<file path="src/rtl/opcodes.sv">
// Shared datapath opcode definitions: multiply/divide operation select and
// bit positions within the muldiv flag vector.
package opcodes;

  typedef enum logic [1:0] {
    MdMul  = 2'd0,
    MdMulH = 2'd1,
    MdDiv  = 2'd2,
    MdRem  = 2'd3
  } muldiv_op_t;

  localparam int FlagZ = 3;
  localparam int FlagN = 2;
  localparam int FlagV = 1;
  localparam int FlagD = 0;

endpackage

</file>
<file path="src/rtl/muldiv_unit.sv">
// Iterative radix-2 multiply/divide unit: one result bit per cycle, with a
// single shared adder for accumulate, restoring subtract and sign negation.
module muldiv_unit
  import opcodes::*;
#(
  parameter int  WIDTH = 16,
  localparam int CW    = $clog2(WIDTH + 1)
) (
  input  logic             Clock,
  input  logic             Reset,
  input  logic             Start,
  input  muldiv_op_t       MdOp,
  input  logic             Signed,
  input  logic [WIDTH-1:0] OpA,
  input  logic [WIDTH-1:0] OpB,
  input  logic             Abort,
  output logic             Busy,
  output logic             Done,
  output logic [WIDTH-1:0] Result,
  output logic [3:0]       Flags
);

  typedef enum logic [1:0] {S_IDLE, S_PREP, S_CALC, S_FIN} state_t;

  localparam logic [CW-1:0]    LAST    = CW'(WIDTH - 1);
  localparam logic [WIDTH-1:0] MIN_VAL = {1'b1, {(WIDTH-1){1'b0}}};

  state_t           state, state_nx;
  muldiv_op_t       op;
  logic             sgn, neg, div0, dovf;
  logic [WIDTH-1:0] acc, lo, b_reg;
  logic [CW-1:0]    cnt;

  logic             accept, is_mul;
  logic [WIDTH:0]   add_a, add_b, add_s, shifted, mul_t;
  logic             add_ci, add_co;
  logic [WIDTH-1:0] fin_raw, res_nx;
  logic             fin_ci, mul_v;
  logic [3:0]       flg_nx;

  assign accept  = Start && (state == S_IDLE || state == S_FIN);
  assign is_mul  = (op == MdMul) || (op == MdMulH);
  assign shifted = {acc, lo[WIDTH-1]};

  // FSM: state register
  always_ff @(posedge Clock or posedge Reset) begin
    if (Reset) state <= S_IDLE;
    else       state <= state_nx;
  end

  // FSM: next state; Abort beats the CALC->FIN transition
  always_comb begin
    state_nx = state;
    case (state)
      S_IDLE:  if (Start) state_nx = S_PREP;
      S_PREP:  state_nx = Abort ? S_IDLE : S_CALC;
      S_CALC:  if (Abort) state_nx = S_IDLE;
               else if (cnt == LAST) state_nx = S_FIN;
      S_FIN:   state_nx = Start ? S_PREP : S_IDLE;
      default: state_nx = S_IDLE;
    endcase
  end

  // FSM: outputs
  always_comb begin
    Busy = (state != S_IDLE);
  end

  // FIN negation of the high product half borrows from the low half:
  // -{hi,lo} has high half ~hi + (lo == 0).
  assign fin_raw = (op == MdMulH || op == MdRem) ? acc : lo;
  assign fin_ci  = (op == MdMulH) ? (lo == '0) : 1'b1;

  always_comb begin
    add_a  = '0;
    add_b  = '0;
    add_ci = 1'b0;
    case (state)
      S_PREP: begin
        add_a  = {1'b0, ~lo};
        add_ci = 1'b1;
      end
      S_CALC: begin
        if (is_mul) begin
          add_a = {1'b0, acc};
          add_b = {1'b0, b_reg};
        end else begin
          add_a  = shifted;
          add_b  = ~{1'b0, b_reg};
          add_ci = 1'b1;
        end
      end
      S_FIN: begin
        add_a  = {1'b0, ~fin_raw};
        add_ci = fin_ci;
      end
      default: ;
    endcase
  end

  assign {add_co, add_s} = {1'b0, add_a} + {1'b0, add_b} + {{(WIDTH+1){1'b0}}, add_ci};
  assign mul_t           = lo[0] ? add_s : {1'b0, acc};

  // Signed product fits in WIDTH bits iff magnitude <= MAX, or == MIN when negative.
  always_comb begin
    res_nx = neg ? add_s[WIDTH-1:0] : fin_raw;
    mul_v  = sgn ? !(acc == '0 && (!lo[WIDTH-1] || (neg && lo[WIDTH-2:0] == '0)))
                 : (acc != '0);
    flg_nx = '0;
    case (op)
      MdMul:  flg_nx[FlagV] = mul_v;
      MdMulH: ;
      MdDiv: begin
        if (div0)      res_nx = '1;
        else if (dovf) res_nx = MIN_VAL;
        flg_nx[FlagV] = dovf;
        flg_nx[FlagD] = div0;
      end
      MdRem: begin
        if (dovf) res_nx = '0;
        flg_nx[FlagV] = dovf;
        flg_nx[FlagD] = div0;
      end
      default: ;
    endcase
    flg_nx[FlagZ] = (res_nx == '0);
    flg_nx[FlagN] = res_nx[WIDTH-1];
  end

  always_ff @(posedge Clock or posedge Reset) begin
    if (Reset) begin
      op     <= MdMul;
      sgn    <= 1'b0;
      neg    <= 1'b0;
      div0   <= 1'b0;
      dovf   <= 1'b0;
      acc    <= '0;
      lo     <= '0;
      b_reg  <= '0;
      cnt    <= '0;
      Done   <= 1'b0;
      Result <= '0;
      Flags  <= '0;
    end else begin
      Done <= (state == S_FIN);
      if (state == S_FIN) begin
        Result <= res_nx;
        Flags  <= flg_nx;
      end
      if (accept) begin
        op    <= MdOp;
        sgn   <= Signed;
        lo    <= OpA;
        b_reg <= OpB;
      end
      case (state)
        S_PREP: begin
          acc  <= '0;
          cnt  <= '0;
          if (sgn && lo[WIDTH-1])    lo    <= add_s[WIDTH-1:0];
          if (sgn && b_reg[WIDTH-1]) b_reg <= -b_reg;
          neg  <= sgn && (op == MdRem ? lo[WIDTH-1] : (lo[WIDTH-1] ^ b_reg[WIDTH-1]));
          div0 <= (b_reg == '0);
          dovf <= sgn && (lo == MIN_VAL) && (b_reg == '1);
        end
        S_CALC: begin
          cnt <= cnt + CW'(1);
          if (is_mul) begin
            acc <= mul_t[WIDTH:1];
            lo  <= {mul_t[0], lo[WIDTH-1:1]};
          end else begin
            // Remainder after a step is always below the divisor, so WIDTH bits hold it.
            acc <= add_co ? add_s[WIDTH-1:0] : shifted[WIDTH-1:0];
            lo  <= {lo[WIDTH-2:0], add_co};
          end
        end
        default: ;
      endcase
    end
  end

endmodule

</file>
<file path="config.mk">
export PLATFORM = sky130hd
export DESIGN_NAME = muldiv_unit
export DESIGN_NICKNAME = d
export VERILOG_FILES = /design/src/rtl/opcodes.sv /design/src/rtl/muldiv_unit.sv
export SDC_FILE = /design/constraint.sdc
export NUM_CORES = 1
export LEC_CHECK = 0
export BUFFER_PORTS_ARGS = -buffer_cell sky130_fd_sc_hd__buf_2
export CAP_MARGIN = 25
export CORE_ASPECT_RATIO = 0.5
export CORE_MARGIN = 2
export CORE_UTILIZATION = 55
export DETAILED_ROUTE_END_ITERATION = 10
export PLACE_DENSITY = 0.75
export SKIP_LAST_GASP = 1
export SYNTH_ARGS = -nofsm -noshare
export SYNTH_HDL_FRONTEND = slang
export SYNTH_SLANG_ARGS = --single-unit
</file>
<file path="constraint.sdc">
create_clock -name Clock -period 4.5 [get_ports Clock]
set_input_delay 0.675 -clock Clock [delete_from_list [all_inputs] [get_ports Clock]]
set_output_delay 0.675 -clock Clock [all_outputs]
set_load 0.005 [all_outputs]
</file>
# ---- After elaboration in Yosys (flattened, before gate mapping)
# Index checks and enable logic that the tools add are counted.
dict set report op_classes {
  addsub 4
  multipliers 0
  div 0
  n_lt_le_gt_ge 0
  n_eq_ne 11
  n_shift 0
  n_mux 35
  n_bitwise 4
  n_reduce_logical 26
}
# op count
set op_table {}
lappend op_table {{16-bit two-way mux} 13}
lappend op_table {{16-bit case mux with 2 select lines} 3}
lappend op_table {{17-bit two-way mux} 4}
lappend op_table {{16-bit zero test} 4}
lappend op_table {{17-bit case mux with 3 select lines} 1}
lappend op_table {{16-bit == test, second input constant} 2}
lappend op_table {{16-bit inverter} 2}
lappend op_table {{17-bit by 17-bit adder with 18-bit output} 1}
lappend op_table {{18-bit by 1-bit adder with 18-bit output} 1}
lappend op_table {{16-bit inverter with 17-bit output} 1}
lappend op_table {{16-bit negator} 1}
lappend op_table {{16-bit nonzero test} 1}
lappend op_table {{15-bit zero test} 1}
lappend op_table {{5-bit case mux with 2 select lines} 1}
lappend op_table {{2-bit == test, second input constant} 4}
lappend op_table {{1-bit logical AND} 8}
lappend op_table {{2-bit two-way mux} 4}
lappend op_table {{2-bit case mux with 4 select lines} 1}
lappend op_table {{1-bit two-way mux} 6}
lappend op_table {{5-bit by 1-bit adder with 5-bit output, second input constant} 1}
lappend op_table {{5-bit by 4-bit == test with 1-bit output, second input constant} 1}
lappend op_table {{2-bit by 1-bit == test with 1-bit output, second input constant} 2}
lappend op_table {{2-bit zero test} 2}
lappend op_table {{1-bit logical OR} 4}
lappend op_table {{other kinds (9)} 11}
dict set report totals {
  ff_bits 82
  latchBits 0
  ramBits 0
  mem_bits_ro 0
  out_inout_bits 22
  word_cells 93
  memories 0
}

# ---- Logic depth before layout (Yosys ltp)
dict set report logic_depth {
  depth_word 12
  ltp_mapped 18
  ltp_nobuf 16
}

# ---- Worst setup path before layout
# OpenSTA, ideal clock, no wires.
dict set report synth_path {
  path_kind {flip-flop to flip-flop}
  start {register op[0]}
  end {register Flags[3]}
  t_arrival_ps 4292
  required_time_ps 4399
  slack_ps 107
  path_stages_with_launch 17
  n_path_buf 3
  period_less_slack_ps 4393
  cell_sequence {dfrtp_1 > clkbuf_1 > clkbuf_1 > buf_1 > mux2i_1 > a222oi_1 > nor2_1 > fa_1 > fa_1 > a211oi_1 > nor4_1 > o31ai_1 > o21bai_1 > xnor2_1 > mux2_2 > o2111ai_1 > o32ai_1}
}
dict set report synth_between {
  elab_chain_len 12
  word_cells_on_any_way 23
  classes_between {add/sub: 2; eq/ne: 3; mux: 13; bitwise: 1; reduce/logical: 4}
}
# element line_no
set synth_lines {}
lappend synth_lines {{start: declaration} muldiv_unit.sv:29} ;# muldiv_op_t op;
lappend synth_lines {{start signal: assignment} muldiv_unit.sv:132} ;# op <= MdMul;
lappend synth_lines {{start signal: assignment} muldiv_unit.sv:151} ;# op <= MdOp;
lappend synth_lines {{2-bit by 1-bit == test with 1-bit output or 2-bit == test (tied branches)} -}
lappend synth_lines {{1-bit logical OR} muldiv_unit.sv:71} ;# assign fin_raw = (op == MdMulH || op == MdRem) ? acc : lo;
lappend synth_lines {{16-bit two-way mux} muldiv_unit.sv:71}
lappend synth_lines {{16-bit inverter} muldiv_unit.sv:94} ;# add_a = {1'b0, ~fin_raw};
lappend synth_lines {{17-bit case mux with 3 select lines} muldiv_unit.sv:78} ;# case (state)
lappend synth_lines {{17-bit by 17-bit adder with 18-bit output} muldiv_unit.sv:101} ;# assign {add_co, add_s} = {1'b0, add_a} + {1'b0, add_b} + {{(WIDTH+1){1'b0}}, add_ci};
lappend synth_lines {{18-bit by 1-bit adder with 18-bit output} muldiv_unit.sv:101}
lappend synth_lines {{16-bit two-way mux} muldiv_unit.sv:106} ;# res_nx = neg ? add_s[WIDTH-1:0] : fin_raw;
lappend synth_lines {{16-bit two-way mux} muldiv_unit.sv:115} ;# else if (dovf) res_nx = MIN_VAL;
lappend synth_lines {{16-bit two-way mux} muldiv_unit.sv:114} ;# if (div0) res_nx = '1;
lappend synth_lines {{16-bit case mux with 2 select lines (*)} muldiv_unit.sv:110} ;# case (op)
lappend synth_lines {{16-bit zero test (*)} muldiv_unit.sv:126} ;# flg_nx[FlagZ] = (res_nx == '0);
lappend synth_lines {{end signal: assignment} muldiv_unit.sv:148} ;# Flags <= flg_nx;
lappend synth_lines {{end: declaration} muldiv_unit.sv:20} ;# output logic [3:0] Flags
# Every way passes the cells marked *; elsewhere a longest branch is shown, timed or not.
# A chain may end at the register's enable or synchronous reset.

# ---- Final worst setup path
dict set report layout_path {
  start {register state[0]}
  end {register Flags[3]}
}
dict set report layout_between {
  elab_chain_len 9
  word_cells_on_any_way 14
  classes_between {add/sub: 2; eq/ne: 3; mux: 8; reduce/logical: 1}
}
# element line_no
set layout_lines {}
lappend layout_lines {{start: declaration} muldiv_unit.sv:28} ;# state_t state, state_nx;
lappend layout_lines {{start signal: assignment} muldiv_unit.sv:48} ;# else state <= state_nx;
lappend layout_lines {{2-bit == test, or another cell as far along} {muldiv_unit.sv:78, muldiv_unit.sv:146}}
lappend layout_lines {{17-bit case mux with 3 select lines or 17-bit two-way mux (tied branches)} muldiv_unit.sv:78}
lappend layout_lines {{17-bit by 17-bit adder with 18-bit output} muldiv_unit.sv:101}
lappend layout_lines {{18-bit by 1-bit adder with 18-bit output} muldiv_unit.sv:101}
lappend layout_lines {{16-bit two-way mux} muldiv_unit.sv:106}
lappend layout_lines {{16-bit two-way mux} muldiv_unit.sv:115}
lappend layout_lines {{16-bit two-way mux} muldiv_unit.sv:114}
lappend layout_lines {{16-bit case mux with 2 select lines} muldiv_unit.sv:110}
lappend layout_lines {{16-bit zero test} muldiv_unit.sv:126}
# Several ways; a longest one is shown, not always the timed one.

==> reports/qor.txt <==
# nets final -> 958
worst min-delay path category -> input port to async pin
Clock Latency Late Sink -> 0.35 ns
most frequent cells in the layout -> 123 x nor2_1, 80 x dfrtp_1, 73 x nand2_1, 66 x a21oi_1, 62 x o21ai_0
most common cell after layout, fill and taps aside -> nor2_1
kind of cell adding the most delay to the critical path -> compound AO/OA/AOI/OAI gates
Final Setup Violations -> 0
Std-Cell Rows -> 28
Main synth FF type -> dfrtp_1
port buffer count -> 60
Synth Register Bits -> 81
# IOs -> 61
vias in the first global route -> 6396
Post-Route WL -> 23100 microns
largest net degree at the start of global routing -> 48
final hold violation count -> 0
Pwr Density -> 801 nW/um^2
outcome -> finished clean
Syn Std Cell Area -> 6640 sq um
# clock sinks -> 81
global-route wire length before repair -> 35600 microns
Worst-path clk slew -> 0.07 ns
Yosys cell types -> 63
Post-Synthesis Cells -> 841
Final min period -> 4.23 ns
Slew Viols, Final -> 0
setup TNS -> 0 ns
total iterations of the first detailed-routing run -> 6
GRT overflow -> 0
Iteration-0 DRC Markers -> 882
critical path buffer and inverter count -> 2
routed wire length per instance -> 21.8 microns
worst path required time -> 4.74 ns
slew margin rel. -> 41.9%
Slowest-stage cell, CP -> fa_1
Slew @ Worst Pin -> 0.870 ns
Post-synth EDFFs -> 0
# hold bufs at CTS -> 0
Max Cap Violations -> 0
Worst setup EP type -> register
post-synthesis async set-or-reset flop share -> 100%
die width -> 159 microns
Inserted Clock Buffers -> 9
CP Launch Type -> register
synthesis warning total -> 0
Total GRT Usage -> 35.8%
leakage -> 3.27 nW
ant diodes -> 0
Critical Path Fanout Max -> 5
Root Driver -> clkbuf_16
Synth Net Count -> 907
CORE AREA -> 11800 sq um
skew final -> 0.0155 ns
RSZ-0062 raised after global routing -> false
Post-DP HPWL -> 17000 microns
worst path cell trace -> inv_1 -> ha_1 -> inv_1 -> nor2_1 -> a21oi_1 -> a21oi_1 -> fa_1 -> fa_1 -> a211oi_1 -> nor4_1 -> o31ai_1 -> o21bai_1 -> xnor2_1 -> mux2_2 -> o2111ai_1 -> o32ai_1
share of layout cells above drive strength 1 -> 15.9%
gpl congestion -> 0.959
Final ANT Viol Nets -> 0
worst setup path class -> register to register
Die Span Y -> 81.7 microns
H-tree levels -> 3
Area growth syn-to-layout -> 14.2%
crit-path max cell delay -> 0.48 ns
post-DR vias/cell -> 6.50
initial antenna violation count -> 0
CTS tree -> yes
Starting Density -> 56.3%
die area -> 13000 sq um
Via Count -> 6892
share of the yosys chip area belonging to registers -> 30.5%
Tcrit/Tclk final -> 94.0%
Fmax -> 0.236 GHz
clk buf depth -> 2
Util after Layout -> 64.2%
critical path arrival -> 4.47 ns
Peak VDD IR -> 0.437 mV
Synth Area per Inst -> 7.90 sq um
DRC -> 0
power by group:
group	internal, mW	total (mW)	switching [mW]
registers	1.00	1.38	0.374
clock network	0.553	0.868	0.315
logic	1.42	3.83	2.41
total	2.98	6.07	3.10
layout make-up:
| type | count | area, sq um |
|---|---|---|
| sequential | 81 | 2030 |
| clock buffer | 11 | 243 |
| clock inverter | 3 | 90.1 |
| tap | 165 | 206 |
| fill | 1083 | 4220 |
| inverter | 44 | 166 |
| multi-input combinational | 657 | 4230 |
| timing repair buffer | 99 | 618 |
cells by family (layout without fill, tap and decap cells):
logic type,Yosys count,after routing,synth area share [%]
xor gates and xnor gates,29,29,3.82
DFF,81,81,30.5
buffers and inverters,103,157,5.93
adders and majority gates,27,27,5.31
muxes,64,64,9.95
AOI/OAI and AO/OA,253,253,25.3
and+or+nand+nor,284,284,19.2
metrics by stage:
step / instances / worst slack, ns / hold WS (ns) / total power [mW] / cell area, sq um
after floorplan: 841 / 0.107 / 0.471 / 3.76 / 6640
after global placement: 1046 / 0.460 / 0.459 / 4.98 / 7240
after detailed placement: 1046 / 0.303 / 0.466 / 5.03 / 7240
after CTS: 1060 / 0.259 / 0.480 / 5.91 / 7570
after global routing: 1060 / 0.0284 / 0.502 / 6.43 / 7580
final: 1060 / 0.269 / 0.473 / 6.07 / 7580
path summary, 6_finish.rpt:
check                                       from               endpoint  slack, ns  depth (start not counted)
setup / recovery            state[0]$_DFFE_PP0P_   Flags[3]$_DFFE_PP0N_       0.27                         16
hold / removal                             Reset    b_reg[10]$_DFF_PP0_       0.47                          2
setup reg to reg            state[0]$_DFFE_PP0P_   Flags[3]$_DFFE_PP0N_       0.27                         16
hold reg to reg            Result[4]$_DFFE_PP0N_  Result[4]$_DFFE_PP0N_       0.48                          1
max in group asynchronous                  Reset     acc[2]$_DFFE_PP0N_       2.99                          3
min in group Clock         Result[4]$_DFFE_PP0N_  Result[4]$_DFFE_PP0N_       0.48                          1
synth_stat cells, drive strengths merged (2+ instances only):
library cell,n,share of area [%]
a22o,2,0.26
a31oi,6,0.57
a221oi,7,0.92
a211oi,8,0.90
o22a,2,0.26
o22ai,11,1.0
nor2,123,7.0
or4,2,0.23
and3,6,0.57
nand4,6,0.57
nor3,15,1.4
o21bai,2,0.23
xor2,3,0.40
o211ai,6,0.68
dfrtp,81,31
mux2,16,2.7
a211o,6,0.79
nor4,11,1.0
buf,11,0.72
clkbuf,48,2.7
nor2b,4,0.38
fa,2,0.60
or3,10,1.2
a21o,10,1.1
and2,2,0.19
o32ai,5,0.66
nand3,24,1.8
nand2,74,4.2
a32oi,4,0.53
a222oi,15,2.3
xnor2,26,3.4
a21oi,66,5.0
o21ai,62,4.7
inv,43,2.4
o21a,6,0.68
mux2i,48,7.2
nand2b,4,0.38
a21bo,2,0.30
ha,25,4.7
o221ai,18,2.4
o31ai,4,0.45
layer usage:
| layer | part of all wire (%) | global-route usage [%] | vias to the layer above |
|---|---|---|---|
| li1 | - | - | 3165 |
| met4 | 0.97 | 6.00 | 0 |
| met3 | 15 | 16.0 | 26 |
| met5 | 0 | 0 | - |
| met1 | 44 | 49.6 | 3303 |
| met2 | 40 | 52.3 | 398 |
timing repair:
item / CTS / global route
buffers inserted: 0 / 0
endpoints found under the setup margin: 0 / 1
gates resized for setup: 0 / 1
Power figures use the tool's default switching activity.
